## src/rtl/fp_div_normalizer.sv

```systemverilog
// fp_div_normalizer: normalizes and RNE-rounds a raw FP32 divider quotient into a packed IEEE-754 single,
// shifting one bit per cycle, with valid/ready handshakes on both sides.
module fp_div_normalizer #(
    parameter int MANT_W = 26,
    parameter int EXP_W  = 10
) (
    input  logic                    control,
    input  logic                    reset,
    input  logic                    in_valid,
    output logic                    in_ready,
    input  logic [1:0]              q_special,
    input  logic                    q_sign,
    input  logic signed [EXP_W-1:0] q_exp,
    input  logic [MANT_W-1:0]       q_mant,
    input  logic                    q_sticky,
    output logic                    out_valid,
    input  logic                    out_ready,
    output logic [31:0]             out,
    output logic                    overflow,
    output logic                    underflow,
    output logic                    inexact
);
    localparam int XW = EXP_W + 1;
    localparam logic signed [XW-1:0] ONE       = XW'(1);
    localparam logic signed [XW-1:0] FLUSH_LIM = XW'(1 - MANT_W);
    localparam logic signed [XW-1:0] EXP_MAX   = XW'(255);

    typedef enum logic [1:0] {IDLE, SHIFT, ROUND, DONE} state_t;

    state_t                state, state_nx;
    logic                  sign_r, sign_nx;
    logic                  sticky_r, sticky_nx;
    logic signed [XW-1:0]  exp_r, exp_nx;
    logic [MANT_W-1:0]     mant_r, mant_nx;
    logic [31:0]           out_nx;
    logic                  ovf_nx, unf_nx, inx_nx;

    logic                  g, r, l, inc, rnd_inexact;
    logic [24:0]           sig_sum;
    logic [23:0]           sig;
    logic signed [XW-1:0]  exp_rnd;
    logic [7:0]            exp_field;
    logic [31:0]           special_out;

    assign in_ready  = state == IDLE;
    assign out_valid = state == DONE;

    // Rounding datapath, only consumed in ROUND.
    always_comb begin
        g           = mant_r[1];
        r           = mant_r[0];
        l           = mant_r[2];
        inc         = g & (r | sticky_r | l);
        rnd_inexact = g | r | sticky_r;
        sig_sum     = {1'b0, mant_r[MANT_W-1:2]} + {24'd0, inc};
        sig         = sig_sum[24] ? sig_sum[24:1] : sig_sum[23:0];
        exp_rnd     = exp_r + (sig_sum[24] ? ONE : '0);
        exp_field   = sig[23] ? exp_rnd[7:0] : 8'd0;
        special_out = q_special == 2'b11 ? 32'h7FC0_0000 :
                      q_special == 2'b10 ? {q_sign, 8'hFF, 23'd0} : {q_sign, 31'd0};
    end

    always_comb begin
        state_nx  = state;
        sign_nx   = sign_r;
        sticky_nx = sticky_r;
        exp_nx    = exp_r;
        mant_nx   = mant_r;
        out_nx    = out;
        ovf_nx    = overflow;
        unf_nx    = underflow;
        inx_nx    = inexact;
        case (state)
            IDLE: if (in_valid) begin
                sign_nx   = q_sign;
                sticky_nx = q_sticky;
                exp_nx    = {q_exp[EXP_W-1], q_exp};
                mant_nx   = q_mant;
                if (q_special != 2'b00 || q_mant == '0) begin
                    out_nx   = special_out;
                    ovf_nx   = 1'b0;
                    unf_nx   = 1'b0;
                    inx_nx   = 1'b0;
                    state_nx = DONE;
                end else begin
                    state_nx = SHIFT;
                end
            end
            SHIFT: if (exp_r < FLUSH_LIM) begin
                mant_nx   = '0;
                sticky_nx = sticky_r | (|mant_r);
                exp_nx    = ONE;
                state_nx  = ROUND;
            end else if (exp_r < ONE) begin
                mant_nx   = mant_r >> 1;
                sticky_nx = sticky_r | mant_r[0];
                exp_nx    = exp_r + ONE;
            end else if (mant_r[MANT_W-1] || exp_r == ONE) begin
                state_nx = ROUND;
            end else begin
                // Terminates within MANT_W-1 steps: the mantissa is nonzero here.
                mant_nx = mant_r << 1;
                exp_nx  = exp_r - ONE;
            end
            ROUND: begin
                if (exp_rnd >= EXP_MAX) begin
                    out_nx = {sign_r, 8'hFF, 23'd0};
                    ovf_nx = 1'b1;
                    unf_nx = 1'b0;
                    inx_nx = 1'b1;
                end else begin
                    out_nx = {sign_r, exp_field, sig[22:0]};
                    ovf_nx = 1'b0;
                    unf_nx = exp_field == 8'd0 && rnd_inexact;
                    inx_nx = rnd_inexact;
                end
                state_nx = DONE;
            end
            DONE: if (out_ready) state_nx = IDLE;
            default: state_nx = IDLE;
        endcase
    end

    always_ff @(posedge control) begin
        if (reset) begin
            state     <= IDLE;
            sign_r    <= 1'b0;
            sticky_r  <= 1'b0;
            exp_r     <= '0;
            mant_r    <= '0;
            out       <= '0;
            overflow  <= 1'b0;
            underflow <= 1'b0;
            inexact   <= 1'b0;
        end else begin
            state     <= state_nx;
            sign_r    <= sign_nx;
            sticky_r  <= sticky_nx;
            exp_r     <= exp_nx;
            mant_r    <= mant_nx;
            out       <= out_nx;
            overflow  <= ovf_nx;
            underflow <= unf_nx;
            inexact   <= inx_nx;
        end
    end
endmodule

```

## config.mk

```make
export PLATFORM = sky130hd
export DESIGN_NAME = fp_div_normalizer
export DESIGN_NICKNAME = d
export VERILOG_FILES = /design/src/rtl/fp_div_normalizer.sv
export SDC_FILE = /design/constraint.sdc
export NUM_CORES = 1
export LEC_CHECK = 0
export CORE_MARGIN = 1.5
export CORE_UTILIZATION = 23
export CTS_BUF_LIST = sky130_fd_sc_hd__clkbuf_4 sky130_fd_sc_hd__clkbuf_8
export DETAILED_ROUTE_END_ITERATION = 8
export PLACE_DENSITY = 0.53
export SLEW_MARGIN = 20
export SYNTH_ARGS = -nofsm -noshare
export SYNTH_HDL_FRONTEND = slang
export SYNTH_SLANG_ARGS = --single-unit
```

## constraint.sdc

```tcl
create_clock -name control -period 3.3 [get_ports control]
set_clock_uncertainty 0.15 [all_clocks]
set_input_delay 0.66 -clock control [delete_from_list [all_inputs] [get_ports control]]
set_output_delay 0.66 -clock control [all_outputs]
set_load 0.05 [all_outputs]
```

# Word-level counts from Yosys, hierarchy flattened
# Cells that the tools add are included.
[totals]
regBits = 76
out_inout_bits = 37
wordCells = 88
inputBits = 44
[op_classes]
n_addsub = 4
n_mux = 38
n_lt_le_gt_ge = 3
n_eq_ne = 13
n_reduce_logical = 15
n_bitwise = 6
[op_table]
columns = ["op", "n"]
rows = [
  ["2-to-1 mux 26 bit", 4],
  ["2-to-1 mux 32 bit", 3],
  ["case mux 32 bit (2 select lines)", 1],
  ["2-to-1 mux 31 bit", 2],
  ["case mux 26 bit (2 select lines)", 1],
  ["2-to-1 mux 11 bit", 4],
  ["logical NOT 26 bit", 1],
  ["OR reduction 26 bit", 1],
  ["adder 24 x 1 -> 25 bit", 1],
  ["2-to-1 mux 24 bit", 1],
  ["case mux 11 bit (2 select lines)", 1],
  ["2-to-1 mux 2 bit", 6],
  ["adder 11 x 1 -> 11 bit", 1],
  ["adder 11 x 2 -> 11 bit (second input constant)", 1],
  ["== test 11 x 2 -> 1 bit (second input constant)", 1],
  [">= comparator 11 x 9 -> 1 bit (second input constant)", 1],
  ["< comparator 11 x 2 -> 1 bit (second input constant)", 1],
  ["< comparator 11 x 6 -> 1 bit (second input constant)", 1],
  ["subtractor 11 x 2 -> 11 bit (second input constant)", 1],
  ["2-to-1 mux 1 bit", 9],
  ["inequality test 3 bit (second input constant)", 3],
  ["AND reduction 3 bit", 3],
  ["== test 2 bit (second input constant)", 4],
  ["logical NOT 8 bit", 1],
  ["other kinds (15)", 26],
]

# Logic depth before layout (Yosys ltp)
# Gate-level depths: netlist (run 1).
[depth]
depth_word = 11
depth_mapped = 18
ltp_nobuf = 14

# Worst setup path before layout (run 1)
# OpenSTA, ideal clock, no wires.
[synth_path]
kind = "register -> register"
start = "reg mant_r[1]"
end = "reg out[25]"
arrival_time_ps = 3241
synth_period_minus_slack_ps = 3513
stages_incl_launch_ff = 19
path_slack_ps = -213
n_path_buf = 4
setup_ps = 122
t_required_ps = 3028
path_cell_list = "dfxtp_1 buf_2 nand2_1 inv_1 ha_1 nand3_1 nor2_1 clkbuf_1 and4_1 ha_1 ha_1 clkbuf_1 and4_1 nand4_1 xor2_1 o21ai_2 buf_4 o21ai_1 a221o_1"
[synth_via]
elab_chain_cells = 7
elab_cells_between_ends = 9
cone_classes = "add/sub (2); order compare (1); mux (5); bitwise (1)"
[synth_rtl]
columns = ["item", "line_no", "rtl"]
rows = [
  ["start, declared", "34", "logic [MANT_W-1:0] mant_r, mant_nx;"],
  ["start signal, assigned", "140", "mant_r <= mant_nx;"],
  ["AND 1 bit *", "53", "inc = g & (r | sticky_r | l);"],
  ["adder 24 x 1 -> 25 bit *", "55", "sig_sum = {1'b0, mant_r[MANT_W-1:2]} + {24'd0, inc};"],
  ["2-to-1 mux 1 bit", "57", "exp_rnd = exp_r + (sig_sum[24] ? ONE : '0);"],
  ["adder 11 x 1 -> 11 bit", "57", ""],
  [">= comparator 11 x 9 -> 1 bit / 2-to-1 mux 8 bit (equally long branches)", "106, 58", ""],
  ["2-to-1 mux 31 bit *", "106", "if (exp_rnd >= EXP_MAX) begin"],
  ["case mux 32 bit (2 select lines) *", "73", "case (state)"],
  ["end signal, assigned", "141", "out <= out_nx;"],
  ["end, declared", "18", "output logic [31:0] out,"],
]
# Mark *: on every way between the ends. The rest lies on a longest branch, timed or not.
# A chain may end at the register's enable or synchronous reset.

# Worst setup path in the final report (run 1)
[layout_path]
start = "reg mant_r[2]"
end = "reg out[22]"
[layout_via]
elab_chain_cells = 8
elab_cells_between_ends = 9
cone_classes = "add/sub (2); order compare (1); mux (4); bitwise (2)"
[layout_rtl]
columns = ["item", "line_no"]
rows = [
  ["bitwise OR 1 bit", "53"],
  ["AND 1 bit", "53"],
  ["adder 24 x 1 -> 25 bit *", "55"],
  ["2-to-1 mux 1 bit", "57"],
  ["adder 11 x 1 -> 11 bit", "57"],
  [">= comparator 11 x 9 -> 1 bit", "106"],
  ["2-to-1 mux 31 bit *", "106"],
  ["case mux 32 bit (2 select lines) *", "73"],
]
# Marks and branches as above.

==> results.py, run 1 <==
metrics = {
    "run_status": {
        "status": "finished clean",
    },
    "finish": {
        "drive_gt1_share_pct": 13.83,
        "multi_input_area_um2": 3009,
        "n_antenna_cell": 0,
        "final_util_pct": 30.18,
        "final_area_um2": 6305,
        "nNetsFinal": 743,
        "areaGrowthSynthToFinish_pct": 29.47,
        "final_cell_count_no_fill": 969,
        "nFillCells": 2236,
        "final-seq-area_um2": 1521,
    },
    "power_and_ir_drop": {
        "swShare_pct": 50.32,
        "p_clk_share_pct": 12.4,
        "vdd_drop_max_mv": 0.4253,
        "power.leakage_nw": 2.164,
        "power.switching_mw": 3.081,
        "seqPwrFrac_pct": 24.7,
        "powerDensity_nw_per_um2": 971.2,
        "p_int_mw": 3.042,
        "p_comb_share_pct": 62.9,
    },
    "cts": {
        "clk_pin_slew_worst_paths_ns": 0.10,
        "cts_hold_buf": 0,
        "clock_latency_ns": 0.38,
        "cts_tree": "yes",
        "cts_buffers": 9,
        "clockBufferDepth": 2,
        "cts_sinks": 76,
        "h-tree-depth": 3,
        "cts_setup_buffers": 0,
        "clockRootBuffer": "clkbuf_8",
    },
    "yosys": {
        "ys_ff_latch": 76,
        "yosysMostFrequentCell": "nand2_1",
        "synthMuxAreaShare_pct": 1.747,
        "synth_xor_area_share_pct": 4.496,
        "synth_top_family_by_area": "compound AO/OA/AOI/OAI gates",
        "yosysTopAreaCell": "dfxtp_1",
        "yosys-top-cells-area": "dfxtp_1 31%, nand2_1 6.5%, a221o_1 6.2%",
        "synth_simple_gate_area_share_pct": 23.15,
        "synth_nets": 667,
        "synthCells": 613,
        "synth_cell_type_count": 74,
        "yosys.area_share.adder_pct": 2.569,
        "synth_top_area_share_pct": 31.24,
        "synth_commonest_cells": "84 x nand2_1, 76 x dfxtp_1, 40 x a21oi_1, 35 x o21ai_0, 34 x nor2_1",
        "synth_compound_area_share_pct": 28.83,
        "syn_area_per_cell_um2": 7.944,
        "synthArstFlopShare_pct": 0,
        "seq_area_frac_synth_pct": 31.24,
        "synth_area_um2": 4870,
        "synth_warnings": 0,
        "synth_edf_count": 0,
        "yosys_most_used_dff": "dfxtp_1",
    },
    "setup_path": {
        "r2r_cells": 14,
        "arrival_ns": 3.32,
        "rr_startpoint": "mant_r[2]$_SDFFE_PP0P_",
        "startpoint": "mant_r[2]$_SDFFE_PP0P_",
        "worst_ep_required_time_ns": 3.44,
        "cp-start-kind": "flip-flop",
        "path_class": "reg2reg",
        "cp_max_fo": 7,
        "cp-end-kind": "flip-flop",
    },
    "timing": {
        "relSlewSlack_pct": 56.00,
        "rsz0062_at_grt": "true",
        "fin_crit_ns": 3.178,
        "hold_violations": 0,
        "timing.hold.ws_ns": 0.3056,
        "max_freq_mhz": 314.7,
        "final-max-slew-violation-count": 0,
        "worst_slew_pin_slew_ns": 0.6591,
        "post-route-period-util_pct": 96.30,
        "finalSetupViolations": 0,
    },
    "floorplanning": {
        "io_pins": 81,
        "die_w_um": 148.5,
        "start_util_pct": 23.31,
        "rows": 53,
        "dieArea_um2": 22050,
        "coreArea_um2": 20890,
        "die_y_um": 148.5,
    },
    "routing": {
        "via_per_inst": 5.013,
        "drtPass1Iterations": 4,
        "wl_um": 16190,
        "ant_nets": 0,
        "vias": 4858,
        "dr.first_iter.drc_count": 294,
        "wl_per_cell_um": 16.71,
        "drc_errors": 0,
    },
    "place": {
        "dp_hpwl_um": 12100,
        "placed_area_um2": 6067,
        "port_buffers": 80,
        "dp.cells": 952,
        "globalplace.congestion": 0.8352,
    },
    "grt": {
        "grt_pass1_vias": 4599,
        "grt_pass1_wl_um": 25920,
        "grt_use_total_pct": 14.77,
        "antenna_found_initial": 0,
        "grt.overflow.total": 0,
        "grt_max_degree": 37,
    },
    "worst_hold_path": {
        "worstHoldStart": "out[7]$_SDFFE_PP0P_",
        "whs_path_depth": 2,
        "min-delay-path-class": "reg2reg",
    },
    "flow_run": {
        "max_cap_violations": 0,
    },
}
## cell usage in the layout, fill, tap and decap left out, drive strengths merged, types with 6 or more instances in the layout
cell	count
xor2	12
nor2	35
a221o	32
o211ai	28
nand4	14
nor4	12
mux2i	6
inv	17
and3	6
dfxtp	76
nor3	17
clkbuf	11
xnor2	13
and4	9
buf	48
clkdlybuf4s50	80
nand3	27
nand2	84
o21ai	46
ha	10
a21oi	41
## metrics by stage
| stage | total power [mW] | setup slack (ns) | setup TNS [ns] |
|---|---|---|---|
| 6_report | 6.123 | 0.1220 | 0 |
| 5_1_grt | 6.573 | -0.04878 | -0.3440 |
| 4_1_cts | 6.075 | 0.09471 | 0 |
| 3_5_place_dp | 5.293 | -0.08442 | -0.9740 |
| 3_3_place_gp | 5.296 | -0.05301 | -0.6603 |
| 2_1_floorplan | 4.239 | 0.005716 | 0 |
## what timing repair did
| item | CTS | global route |
|---|---|---|
| cloned | 0 | 1 |
| setup endpoints to repair | 14 | 23 |
| pin swaps | 0 | 2 |
| gates resized for setup | 1 | 4 |
## critical path, stage by stage, from the launching register on
cell,delay [ns]
dfxtp_1,0.32
nand2_1,0.11
inv_1,0.07
ha_1,0.21
nand3_1,0.12
nor2_1,0.07
and4_1,0.19
ha_2,0.20
ha_1,0.19
and4_1,0.24
a21boi_0,0.26
a41oi_2,0.11
o21ai_4,0.31
o2111ai_1,0.23
a211oi_1,0.30
## flip-flops by register name, indices dropped and copies added (netlist names)
register   cells
overflow       1
underflow      1
exp_r         11
sign_r         1
inexact        1
state          2
sticky_r       1
out           32
mant_r        26
## worst paths after layout
check	endpoint	slack, ns
max reg2reg	out[22]$_SDFFE_PP0P_	0.12
min reg2reg	out[7]$_SDFFE_PP0P_	0.31
max	out[22]$_SDFFE_PP0P_	0.12
min	out[7]$_SDFFE_PP0P_	0.31
## power groups by stage
stage	sequential, mW	combinational [mW]	clock [mW]
global placement	1.54	3.76	0
global route	1.57	4.21	0.803
detailed placement	1.53	3.76	0
CTS	1.51	3.79	0.774
finish	1.51	3.85	0.759
floorplan	1.59	2.65	0
## layer usage
metal  GRT usage, %  vias to the layer above  part of all wire [%]
met1          22.20                     2274                    52
met2          21.14                      140                    42
met3          2.301                       15                   5.0
met4          4.950                        0                   1.6
met5              0                        -                     0
li1               -                     2429                     -
## kinds of logic after synthesis
logic type / count (synthesis)
AOI/OAI and AO/OA: 194
xor gates and xnor gates: 25
adders and majority gates: 10
buffers and inverters: 82
DFF: 76
muxes: 6
and+or+nand+nor: 220
## layout make-up
| cell class | instances | share of cell area [%] |
|---|---|---|
| Timing Repair Buffer | 128 | 18.42 |
| Multi-Input combinational cell | 456 | 47.73 |
| Clock inverter | 5 | 0.9923 |
| Clock buffer | 11 | 2.203 |
| Tap cell | 275 | 5.457 |
| Inverter | 18 | 1.072 |
| Sequential cell | 76 | 24.13 |
Power figures use the tool's default switching activity.
==> inputs of run 2 (changes only) <==
--- a/config.mk
+++ b/config.mk
@@ -14,3 +14,4 @@
 export SYNTH_ARGS = -nofsm -noshare
 export SYNTH_HDL_FRONTEND = slang
 export SYNTH_SLANG_ARGS = --single-unit
+export TNS_END_PERCENT = 50
==> results of run 2 <==
No change in the layout: final DEF, timing and power equal those of run 1.
==> inputs of run 3 (changes only) <==
--- a/config.mk
+++ b/config.mk
@@ -6,10 +6,11 @@
 export NUM_CORES = 1
 export LEC_CHECK = 0
 export CORE_MARGIN = 1.5
-export CORE_UTILIZATION = 23
+export CORE_UTILIZATION = 48
 export CTS_BUF_LIST = sky130_fd_sc_hd__clkbuf_4 sky130_fd_sc_hd__clkbuf_8
 export DETAILED_ROUTE_END_ITERATION = 8
-export PLACE_DENSITY = 0.53
+export PLACE_DENSITY = 0.87
+export REMOVE_ABC_BUFFERS = 1
 export SLEW_MARGIN = 20
 export SYNTH_ARGS = -nofsm -noshare
 export SYNTH_HDL_FRONTEND = slang
==> run 3 against run 2 <==
  * Hold slack better by 0.0031 ns
  * Largest power group unchanged
  * Count of clock-buffer cells in the layout fell by 1
  * Core utilization increased by 32 points
  * Wire length fell by 8.3%
  * Global-route usage grew 12 points
==> results.py, run 3 (synthesized netlist as in run 1, its figures left out) <==
metrics = {
    "finish": {
        "final_area_um2": 6120,
        "drive_gt1_share_pct": 13.68,
        "top_regs": "out x32, mant_r x26, exp_r x11",
        "nFillCells": 854,
        "final_cell_count_no_fill": 820,
        "final_common_cell": "nand2_1",
        "nNetsFinal": 736,
        "largest_reg_flops": 32,
        "n_antenna_cell": 0,
        "final_cell_mix": "83 x nand2_1, 80 x clkdlybuf4s50_1, 76 x dfxtp_1",
        "areaGrowthSynthToFinish_pct": 25.67,
        "top_register": "out",
    },
    "run_status": {
        "status": "finished clean",
    },
    "worst_hold_path": {
        "hold_end": "out[0]$_SDFFE_PP0P_",
        "min-delay-path-class": "reg2reg",
        "whs_path_depth": 2,
        "worstHoldStart": "out[0]$_SDFFE_PP0P_",
    },
    "setup_path": {
        "r2r_cells": 15,
        "worst_ep_required_time_ns": 3.41,
        "critical-path-top-delay-family": "compound AO/OA/AOI/OAI gates",
        "arrival_ns": 3.26,
        "r2r_end": "out[22]$_SDFFE_PP0P_",
        "path_cells": "nand2_1 > inv_1 > ha_2 > nand3_2 > nor2_2 > and4_4 > ha_4 > ha_1 > buf_4 > nor2b_1 > o21ai_0 > a211oi_2 > o21ai_4 > o2111ai_1 > a211oi_1",
        "cp.buffers_inverters": 2,
        "cp_slowest_cell": "dfxtp_1",
        "r2r_slack_ns": 0.15,
        "cp_max_fo": 7,
        "rr_startpoint": "mant_r[2]$_SDFFE_PP0P_",
        "timing.critical_path.slowest_cell_delay_ns": 0.34,
        "path_class": "reg2reg",
        "cp-end-kind": "flip-flop",
        "cp-start-kind": "flip-flop",
    },
    "timing": {
        "worst_slew_pin_slew_ns": 0.6498,
        "max_freq_mhz": 317.4,
        "post-route-period-util_pct": 95.48,
        "fin_crit_ns": 3.151,
        "relSlewSlack_pct": 56.62,
        "timing.hold.ws_ns": 0.3086,
        "hold_violations": 0,
        "finalSetupViolations": 0,
        "final-max-slew-violation-count": 0,
    },
    "routing": {
        "wl_um": 14850,
        "via_per_inst": 6.329,
        "dr.first_iter.drc_count": 711,
        "wl_per_cell_um": 18.11,
        "vias": 5190,
        "drc_errors": 0,
        "ant_nets": 0,
        "drtPass1Iterations": 7,
    },
    "place": {
        "globalplace.congestion": 0.9411,
        "port_buffers": 80,
        "dp.cells": 803,
        "dp_hpwl_um": 10440,
        "placed_area_um2": 5834,
    },
    "cts": {
        "clock_latency_ns": 0.36,
        "cts_tree": "yes",
        "cts_hold_buf": 0,
        "clockBufferDepth": 2,
        "cts_buffers": 9,
        "clk_pin_slew_worst_paths_ns": 0.08,
        "cts_sinks": 76,
        "h-tree-depth": 3,
        "clockRootBuffer": "clkbuf_8",
    },
    "power_and_ir_drop": {
        "p_comb_share_pct": 62.0,
        "p_clk_share_pct": 12.5,
        "seqPwrFrac_pct": 25.5,
        "powerDensity_nw_per_um2": 996.2,
        "power.switching_mw": 3.054,
        "p_int_mw": 3.042,
        "vdd_drop_max_mv": 0.7682,
        "swShare_pct": 50.10,
        "power.leakage_nw": 2.149,
    },
    "floorplanning": {
        "die_y_um": 103.7,
        "rows": 36,
        "coreArea_um2": 9819,
        "start_util_pct": 49.59,
        "dieArea_um2": 10760,
        "die_w_um": 103.7,
        "io_pins": 81,
    },
    "grt": {
        "grt_pass1_wl_um": 24300,
        "grt_pass1_vias": 4868,
        "grt_max_degree": 44,
        "antenna_found_initial": 0,
        "grt_use_total_pct": 27.17,
        "grt.overflow.total": 0,
    },
    "flow_run": {
        "max_cap_violations": 0,
    },
}
## run 3: area by class of cell
cell class / count / area [µm²] / share of cell area, %
tap: 133 / 166.4 / 2.719
sequential: 76 / 1521 / 24.86
clock buffer: 10 / 137.6 / 2.249
timing repair buffer: 122 / 1129 / 18.44
multi-input combinational: 455 / 3025 / 49.44
clock inverter: 6 / 72.57 / 1.186
inverter: 18 / 67.56 / 1.104
## run 3: worst max-delay path by stage
stage | startpoint | endpoint | slack, ns | cells past startpoint
after floorplan | state[1]$_SDFFE_PP0P_ | exp_r[6]$_SDFFE_PP0P_ | -0.34 | 7
after global placement | mant_r[2]$_SDFFE_PP0P_ | out[14]$_SDFFE_PP0P_ | 0.09 | 14
after detailed placement | mant_r[2]$_SDFFE_PP0P_ | out[17]$_SDFFE_PP0P_ | -0.20 | 13
after CTS | mant_r[2]$_SDFFE_PP0P_ | out[29]$_SDFFE_PP0P_ | 0.009 | 14
after global routing | mant_r[2]$_SDFFE_PP0P_ | out[29]$_SDFFE_PP0P_ | -0.002 | 16
final | mant_r[2]$_SDFFE_PP0P_ | out[22]$_SDFFE_PP0P_ | 0.15 | 15
## run 3: what timing repair did
| item | 4_1_cts | 5_1_grt |
|---|---|---|
| buffers inserted | 1 | 0 |
| pin swaps | 1 | 1 |
| gates resized for setup | 4 | 8 |
| setup endpoints to repair | 31 | 33 |
## run 3: routing by layer
layer	GRT usage, %	wire [µm]
met5	0	0
met4	9.821	403
met3	3.776	1353
met2	43.86	6859
met1	37.08	6236
## run 3: through the flow
step	util [%]	TNS [ns]	total power, mW	worst slack [ns]
after floorplan	-	-10.46	3.934	-0.3399
after global placement	59.42	0	5.041	0.09126
after detailed placement	59.42	-3.112	5.145	-0.2042
after CTS	61.94	0	5.969	0.009069
after global routing	62.32	-0.001571	6.430	-0.001571
final	62.32	0	6.096	0.1491
## run 3: power groups by stage
stage / registers, mW / logic (mW) / clock network (mW)
after floorplan: 1.85 / 2.08 / 0
after global placement: 1.53 / 3.51 / 0
after detailed placement: 1.55 / 3.59 / 0
after CTS: 1.53 / 3.68 / 0.757
after global routing: 1.59 / 4.04 / 0.797
final: 1.56 / 3.78 / 0.763
## run 3: tightest hold or removal path: cells and delay by family, from the launching register on
| family | cells | cell delay [ns] |
|---|---|---|
| flops | 1 | 0.33 |
| compound gates | 1 | 0.05 |
| simple gates | 1 | 0.04 |
